`config.mk`:
```
export PLATFORM = sky130hd
export DESIGN_NAME = core_seq_fsm_flat
export DESIGN_NICKNAME = d
export VERILOG_FILES = /design/src/rtl/core_seq_fsm_if.sv /design/src/rtl/core_seq_fsm.sv /design/src/flat_wrapper.sv
export SDC_FILE = /design/constraint.sdc
export NUM_CORES = 1
export LEC_CHECK = 0
export CORE_ASPECT_RATIO = 0.9
export CORE_UTILIZATION = 50
export DETAILED_ROUTE_END_ITERATION = 10
export GPL_ROUTABILITY_DRIVEN = 0
export PLACE_DENSITY = 0.88
export SYNTH_ARGS = -nofsm -noshare
export SYNTH_HDL_FRONTEND = slang
export SYNTH_SLANG_ARGS = --single-unit
```
`constraint.sdc`:
```
create_clock -name clk -period 2.89 [get_ports clk]
set_clock_uncertainty 0.05 [all_clocks]
set_input_delay 0.289 -clock clk [delete_from_list [all_inputs] [get_ports clk]]
set_output_delay 0.289 -clock clk [all_outputs]
set_load 0.03 [all_outputs]
```
`src/rtl/core_seq_fsm_if.sv`:
```
// Memory handshake bundle between the sequencer (master) and the
// instruction/data memories (slave).
interface core_seq_fsm_if;
  logic       imem_req;
  logic       imem_ack;
  logic [6:0] imem_opcode;
  logic       dmem_req;
  logic       dmem_ack;
  logic       DM_write_en;

  modport master (
    output imem_req, dmem_req, DM_write_en,
    input  imem_ack, imem_opcode, dmem_ack
  );

  modport slave (
    input  imem_req, dmem_req, DM_write_en,
    output imem_ack, imem_opcode, dmem_ack
  );
endinterface

```
`src/rtl/core_seq_fsm.sv`:
```
// Multi-cycle RV32I instruction sequencer: FETCH/DECODE/EXEC/MEM/WB with
// variable-latency memory handshakes, retired-instruction counter and fault trap.
module core_seq_fsm #(
  parameter int WIDTH   = 32,
  parameter int TIMEOUT = 16
) (
  input  logic             clk,
  input  logic             rst,
  core_seq_fsm_if.master   bus,
  input  logic             branch_taken,
  output logic             ir_load,
  output logic             reg_write_en,
  output logic             pc_write_en,
  output logic             PC_MUX_sel,
  output logic             PC_stall,
  output logic [WIDTH-1:0] instret,
  output logic             fault,
  output logic [1:0]       fault_code
);

  localparam int WCW = (TIMEOUT > 2) ? $clog2(TIMEOUT) : 1;
  localparam logic [WCW-1:0] WCNT_LAST = WCW'(TIMEOUT - 1);

  localparam logic [6:0] OP_ALU   = 7'b0110011;
  localparam logic [6:0] OP_ALUI  = 7'b0010011;
  localparam logic [6:0] OP_LOAD  = 7'b0000011;
  localparam logic [6:0] OP_JALR  = 7'b1100111;
  localparam logic [6:0] OP_STORE = 7'b0100011;
  localparam logic [6:0] OP_BR    = 7'b1100011;
  localparam logic [6:0] OP_AUIPC = 7'b0010111;
  localparam logic [6:0] OP_LUI   = 7'b0110111;
  localparam logic [6:0] OP_JAL   = 7'b1101111;

  typedef enum logic [2:0] {
    S_FETCH,
    S_DECODE,
    S_EXEC,
    S_MEM,
    S_WB,
    S_TRAP
  } state_t;

  state_t           state_reg;
  logic [6:0]       op_reg;
  logic [WCW-1:0]   wcnt_reg;
  logic [WIDTH-1:0] instret_reg;
  logic             fault_reg;
  logic [1:0]       fault_code_reg;

  logic imem_req_next;
  logic dmem_req_next;
  logic dm_we_next;
  logic is_store;
  logic is_load;
  logic is_branch;
  logic is_jump;

  function automatic logic is_legal(input logic [6:0] op);
    case (op)
      OP_ALU, OP_ALUI, OP_LOAD, OP_JALR, OP_STORE,
      OP_BR, OP_AUIPC, OP_LUI, OP_JAL: return 1'b1;
      default:                         return 1'b0;
    endcase
  endfunction

  assign is_store  = (op_reg == OP_STORE);
  assign is_load   = (op_reg == OP_LOAD);
  assign is_branch = (op_reg == OP_BR);
  assign is_jump   = (op_reg == OP_JAL) || (op_reg == OP_JALR);

  // wcnt is cleared on every transition, so it only counts consecutive waits.
  always_ff @(posedge clk) begin
    if (rst) begin
      state_reg      <= S_FETCH;
      op_reg         <= '0;
      wcnt_reg       <= '0;
      instret_reg    <= '0;
      fault_reg      <= 1'b0;
      fault_code_reg <= 2'b00;
    end else begin
      case (state_reg)
        S_FETCH: begin
          if (bus.imem_ack) begin
            op_reg    <= bus.imem_opcode;
            state_reg <= S_DECODE;
            wcnt_reg  <= '0;
          end else if (wcnt_reg == WCNT_LAST) begin
            state_reg      <= S_TRAP;
            fault_reg      <= 1'b1;
            fault_code_reg <= 2'b10;
            wcnt_reg       <= '0;
          end else begin
            wcnt_reg <= wcnt_reg + WCW'(1);
          end
        end
        S_DECODE: begin
          wcnt_reg <= '0;
          if (is_legal(op_reg)) begin
            state_reg <= S_EXEC;
          end else begin
            state_reg      <= S_TRAP;
            fault_reg      <= 1'b1;
            fault_code_reg <= 2'b01;
          end
        end
        S_EXEC: begin
          wcnt_reg  <= '0;
          state_reg <= (is_load || is_store) ? S_MEM : S_WB;
        end
        S_MEM: begin
          // An ack on the last allowed cycle still completes the access.
          if (bus.dmem_ack) begin
            state_reg <= S_WB;
            wcnt_reg  <= '0;
          end else if (wcnt_reg == WCNT_LAST) begin
            state_reg      <= S_TRAP;
            fault_reg      <= 1'b1;
            fault_code_reg <= 2'b11;
            wcnt_reg       <= '0;
          end else begin
            wcnt_reg <= wcnt_reg + WCW'(1);
          end
        end
        S_WB: begin
          instret_reg <= instret_reg + WIDTH'(1);
          wcnt_reg    <= '0;
          state_reg   <= S_FETCH;
        end
        S_TRAP: begin
          state_reg <= S_TRAP;
        end
        default: begin
          state_reg <= S_FETCH;
          wcnt_reg  <= '0;
        end
      endcase
    end
  end

  // Outputs are a pure decode of the state register and op_reg; reset masks
  // everything so nothing is enabled while the sequencer is being cleared.
  always_comb begin
    imem_req_next = 1'b0;
    dmem_req_next = 1'b0;
    dm_we_next    = 1'b0;
    ir_load       = 1'b0;
    reg_write_en  = 1'b0;
    pc_write_en   = 1'b0;
    PC_MUX_sel    = 1'b0;
    if (!rst) begin
      case (state_reg)
        S_FETCH: begin
          imem_req_next = 1'b1;
          ir_load       = bus.imem_ack;
        end
        S_MEM: begin
          dmem_req_next = 1'b1;
          dm_we_next    = is_store;
        end
        S_WB: begin
          pc_write_en  = 1'b1;
          reg_write_en = !(is_store || is_branch);
          PC_MUX_sel   = is_jump || (is_branch && branch_taken);
        end
        default: begin
          imem_req_next = 1'b0;
        end
      endcase
    end
  end

  assign bus.imem_req    = imem_req_next;
  assign bus.dmem_req    = dmem_req_next;
  assign bus.DM_write_en = dm_we_next;
  assign PC_stall        = ~pc_write_en;
  assign instret         = rst ? '0 : instret_reg;
  assign fault           = rst ? 1'b0 : fault_reg;
  assign fault_code      = rst ? 2'b00 : fault_code_reg;

endmodule
```
`src/flat_wrapper.sv`:
```
// flat-port wrapper written by rule: the top's interface ports become plain ports
module core_seq_fsm_flat 
#(
  parameter int WIDTH   = 32,
  parameter int TIMEOUT = 16
)
  (clk, rst, branch_taken, ir_load, reg_write_en, pc_write_en, PC_MUX_sel, PC_stall, instret, fault, fault_code, bus_imem_req, bus_dmem_req, bus_DM_write_en, bus_imem_ack, bus_imem_opcode, bus_dmem_ack);
  core_seq_fsm_if bus_i ();
  input  logic clk;
  input  logic rst;
  input  logic branch_taken;
  output logic ir_load;
  output logic reg_write_en;
  output logic pc_write_en;
  output logic PC_MUX_sel;
  output logic PC_stall;
  output logic [WIDTH-1:0] instret;
  output logic fault;
  output logic [1:0] fault_code;
  output wire logic [$bits(bus_i.imem_req)-1:0] bus_imem_req;
  output wire logic [$bits(bus_i.dmem_req)-1:0] bus_dmem_req;
  output wire logic [$bits(bus_i.DM_write_en)-1:0] bus_DM_write_en;
  input wire logic [$bits(bus_i.imem_ack)-1:0] bus_imem_ack;
  input wire logic [$bits(bus_i.imem_opcode)-1:0] bus_imem_opcode;
  input wire logic [$bits(bus_i.dmem_ack)-1:0] bus_dmem_ack;
  assign bus_imem_req = bus_i.imem_req;
  assign bus_dmem_req = bus_i.dmem_req;
  assign bus_DM_write_en = bus_i.DM_write_en;
  assign bus_i.imem_ack = bus_imem_ack;
  assign bus_i.imem_opcode = bus_imem_opcode;
  assign bus_i.dmem_ack = bus_dmem_ack;
  core_seq_fsm #(.WIDTH(WIDTH), .TIMEOUT(TIMEOUT)) u_core (.clk(clk), .rst(rst), .bus(bus_i), .branch_taken(branch_taken), .ir_load(ir_load), .reg_write_en(reg_write_en), .pc_write_en(pc_write_en), .PC_MUX_sel(PC_MUX_sel), .PC_stall(PC_stall), .instret(instret), .fault(fault), .fault_code(fault_code));
endmodule
```
==> run summary <==
DRT iter0 DRCs: 141
number of buffers created by CTS: 5
Post-synth EDFFs: 0
HP Start: rst
CTS Sinks: 49
largest net degree at the start of global routing: 56
Die Width: 77.0 um
Tot Pwr: 1.46 mW
Final Cell Area: 3300 sq um
Slew @ Worst Pin: 0.502 ns
max FFs per register: 32
post-synthesis sequential area ratio: 38.7%
Synth area leader: dfxtp_1
Slew headroom: 66.5%
worst path cell trace: nor3b_1, nand2_1, nor4_1, clkdlybuf4s50_1
Period Utilization, post-route: 89.3%
number of diodes: 0
instance count of the mapped netlist: 313
Combinational Power Share: 11.5%
Clock Latency Late Sink: 0.30 ns
Async SR Flop Fraction: 0%
syn_nets: 327
Layout area overhead: 30.3%
Port Buffers: 54
pins over their slew limit: 0
final setup fails: 0
critical path type: reg2out
outcome: complete, no violations
number of remaining DRC errors: 0
RSZ-0062 raised after global routing: no
DP Worst Slack: 0.627 ns
Area contributors post-synth: dfxtp_1 (39%), nor2b_1 (8.4%), nor2_1 (7.6%)
CORE AREA: 4860 sq um
initial core utilization: 52.1%
Internal: 1.11 mW
vias in the first global route: 2141
CTS tree: done
post-synth top area share: 38.7%
Setup Fix Bufs, Post-CTS: 0
Post-CTS Hold Fix Bufs: 0
IO Count: 55
DP HPWL: 4030 um
critical path launch point: u_core.state_reg[2]
Bufs and invs on worst path: 1
Total GRT Usage: 20.9%
Crit-path slowest cell: clkdlybuf4s50_1
CP required: 2.55 ns
Nets: 382
WP data arrival: 2.24 ns
H-tree depth: 2
most common cell in the netlist: nor2_1
CP peak stage delay: 0.71 ns
Post-Syn Area: 2530 sq um
Netlist cell types: 44
Hold WS: 0.334 ns
share of cells above drive strength 1: 7.32%
post-layout minimum cycle time: 2.58 ns
per-cell routed wire length: 12.5 um
first-pass GRT wire length: 9200 um
Avg Inst Size Synth: 8.09 sq um
Flop pwr share: 49.5%
switching portion of total power: 23.5%
worst-path fanout max: 10
Clock Path Buffers: 2
Pre-antenna DRT Iters: 4
DIE HEIGHT: 69.5 um
Root Buffer: clkbuf_8
ANT nets after route: 0
Cell Rows: 24
setup TNS: 0 ns
Crit Reg-Reg Startpoint: u_core.state_reg[2]
CP endpoint kind: output pin
Post-synth top flop: dfxtp_1
PD cells: 441 nW/um^2
P_sw: 0.342 mW
synth warn: 0
Routed WL: 5410 um
Seq cells post-synth: 49
IR drop worst, VDD: 0.374 mV
Max Cap Viol: 0
Reg clk slew, reported paths: 0.08 ns
die area: 5360 sq um
startpoint types: flip-flop
Worst Hold Class: in2reg
DP Area: 3170 sq um
R2R setup slack: 0.65 ns
Crit path max-delay family: simple AND/OR/NAND/NOR gates
commonest cells in the netlist: nor2_1 (51), dfxtp_1 (49), nor2b_1 (34)
# resized after CTS: 0
fmax: 0.388 GHz
Remaining Overflow, GRT: 0
clock network power share: 39.0%
Via density: 5.31
DR vias: 2304
initial antenna violation count: 0
final hold viol count: 0
fin worst setup slack: 0.310 ns
LEAKAGE: 1.24 nW
-- cell type report --
| cell class | count | area (sq um) |
|---|---|---|
| fill | 415 | 1560 |
| multi-input combinational | 242 | 1480 |
| sequential | 49 | 981 |
| timing repair buffer | 63 | 603 |
| tap | 65 | 81.3 |
| clock buffer | 5 | 68.8 |
| clock inverter | 3 | 65.1 |
| inverter | 7 | 26.3 |
-- routing by layer --
layer | up-vias | GRT usage (%) | share of wire (%) | wire, um
met5 | - | 0 | 0 | 0
met4 | 0 | 9.01 | 1.6 | 84
met3 | 7 | 3.03 | 3.7 | 199
met2 | 52 | 35.1 | 47 | 2560
met1 | 1061 | 26.9 | 47 | 2570
li1 | 1184 | - | - | -
-- placed cells by master (no fill, tap or decap), types with 2 or more instances in the layout --
master / instances
nand3b_1: 2
buf_4: 9
nand2_1: 21
nand3_1: 13
o21ai_0: 10
and2_1: 3
o21a_1: 2
nor4_1: 5
nor3b_1: 2
mux2i_1: 6
xor2_1: 15
nor2b_1: 34
nor3_1: 8
clkbuf_8: 5
mux2_2: 4
xnor2_1: 7
dfxtp_1: 49
and4_1: 4
a21oi_1: 14
clkdlybuf4s50_1: 53
bufinv_16: 2
inv_1: 7
ha_1: 2
and3_1: 6
nand4_1: 9
or3_1: 5
a21o_1: 2
nor2_1: 51
-- worst paths after layout --
check / end / cells past startpoint
setup / recovery: PC_MUX_sel / 4
hold / removal: u_core.fault_reg / 3
setup reg to reg: u_core.instret_reg[31] / 6
hold reg to reg: u_core.fault_reg / 1
-- worst reg2reg max path, delay by kind of cell (launching register included) --
| family | cells | cell delay (ns) |
|---|---|---|
| AND/OR/NAND/NOR | 4 | 1.09 |
| buffers and inverters | 1 | 0.14 |
| multiplexers | 1 | 0.36 |
| flip-flops | 1 | 0.51 |
-- through the flow --
stage                     util, %  std cells
after floorplan                 -        313
after global placement       65.1        426
after detailed placement     65.1        426
after CTS                    67.8        434
after global routing         67.8        434
final                        67.8        434
-- power groups by stage --
stage / Combinational [mW] / Sequential, mW / Clock (mW)
after floorplan: 0.118 / 0.723 / 0
after global placement: 0.163 / 0.733 / 0
after detailed placement: 0.167 / 0.736 / 0
after CTS: 0.168 / 0.720 / 0.575
after global routing: 0.184 / 0.723 / 0.600
final: 0.167 / 0.720 / 0.568
-- logic make-up after synthesis --
| logic type | share of synthesized area [%] |
|---|---|
| flip-flops | 38.7 |
| AND/OR/NAND/NOR | 36.2 |
| adder cells (fa/ha/maj) | 0.987 |
| buffers and inverters | 3.31 |
| XOR/XNOR | 7.61 |
| AO/OA/AOI/OAI | 9.04 |
| multiplexers | 4.15 |
Note: power is estimated with default switching activity, not from simulation.
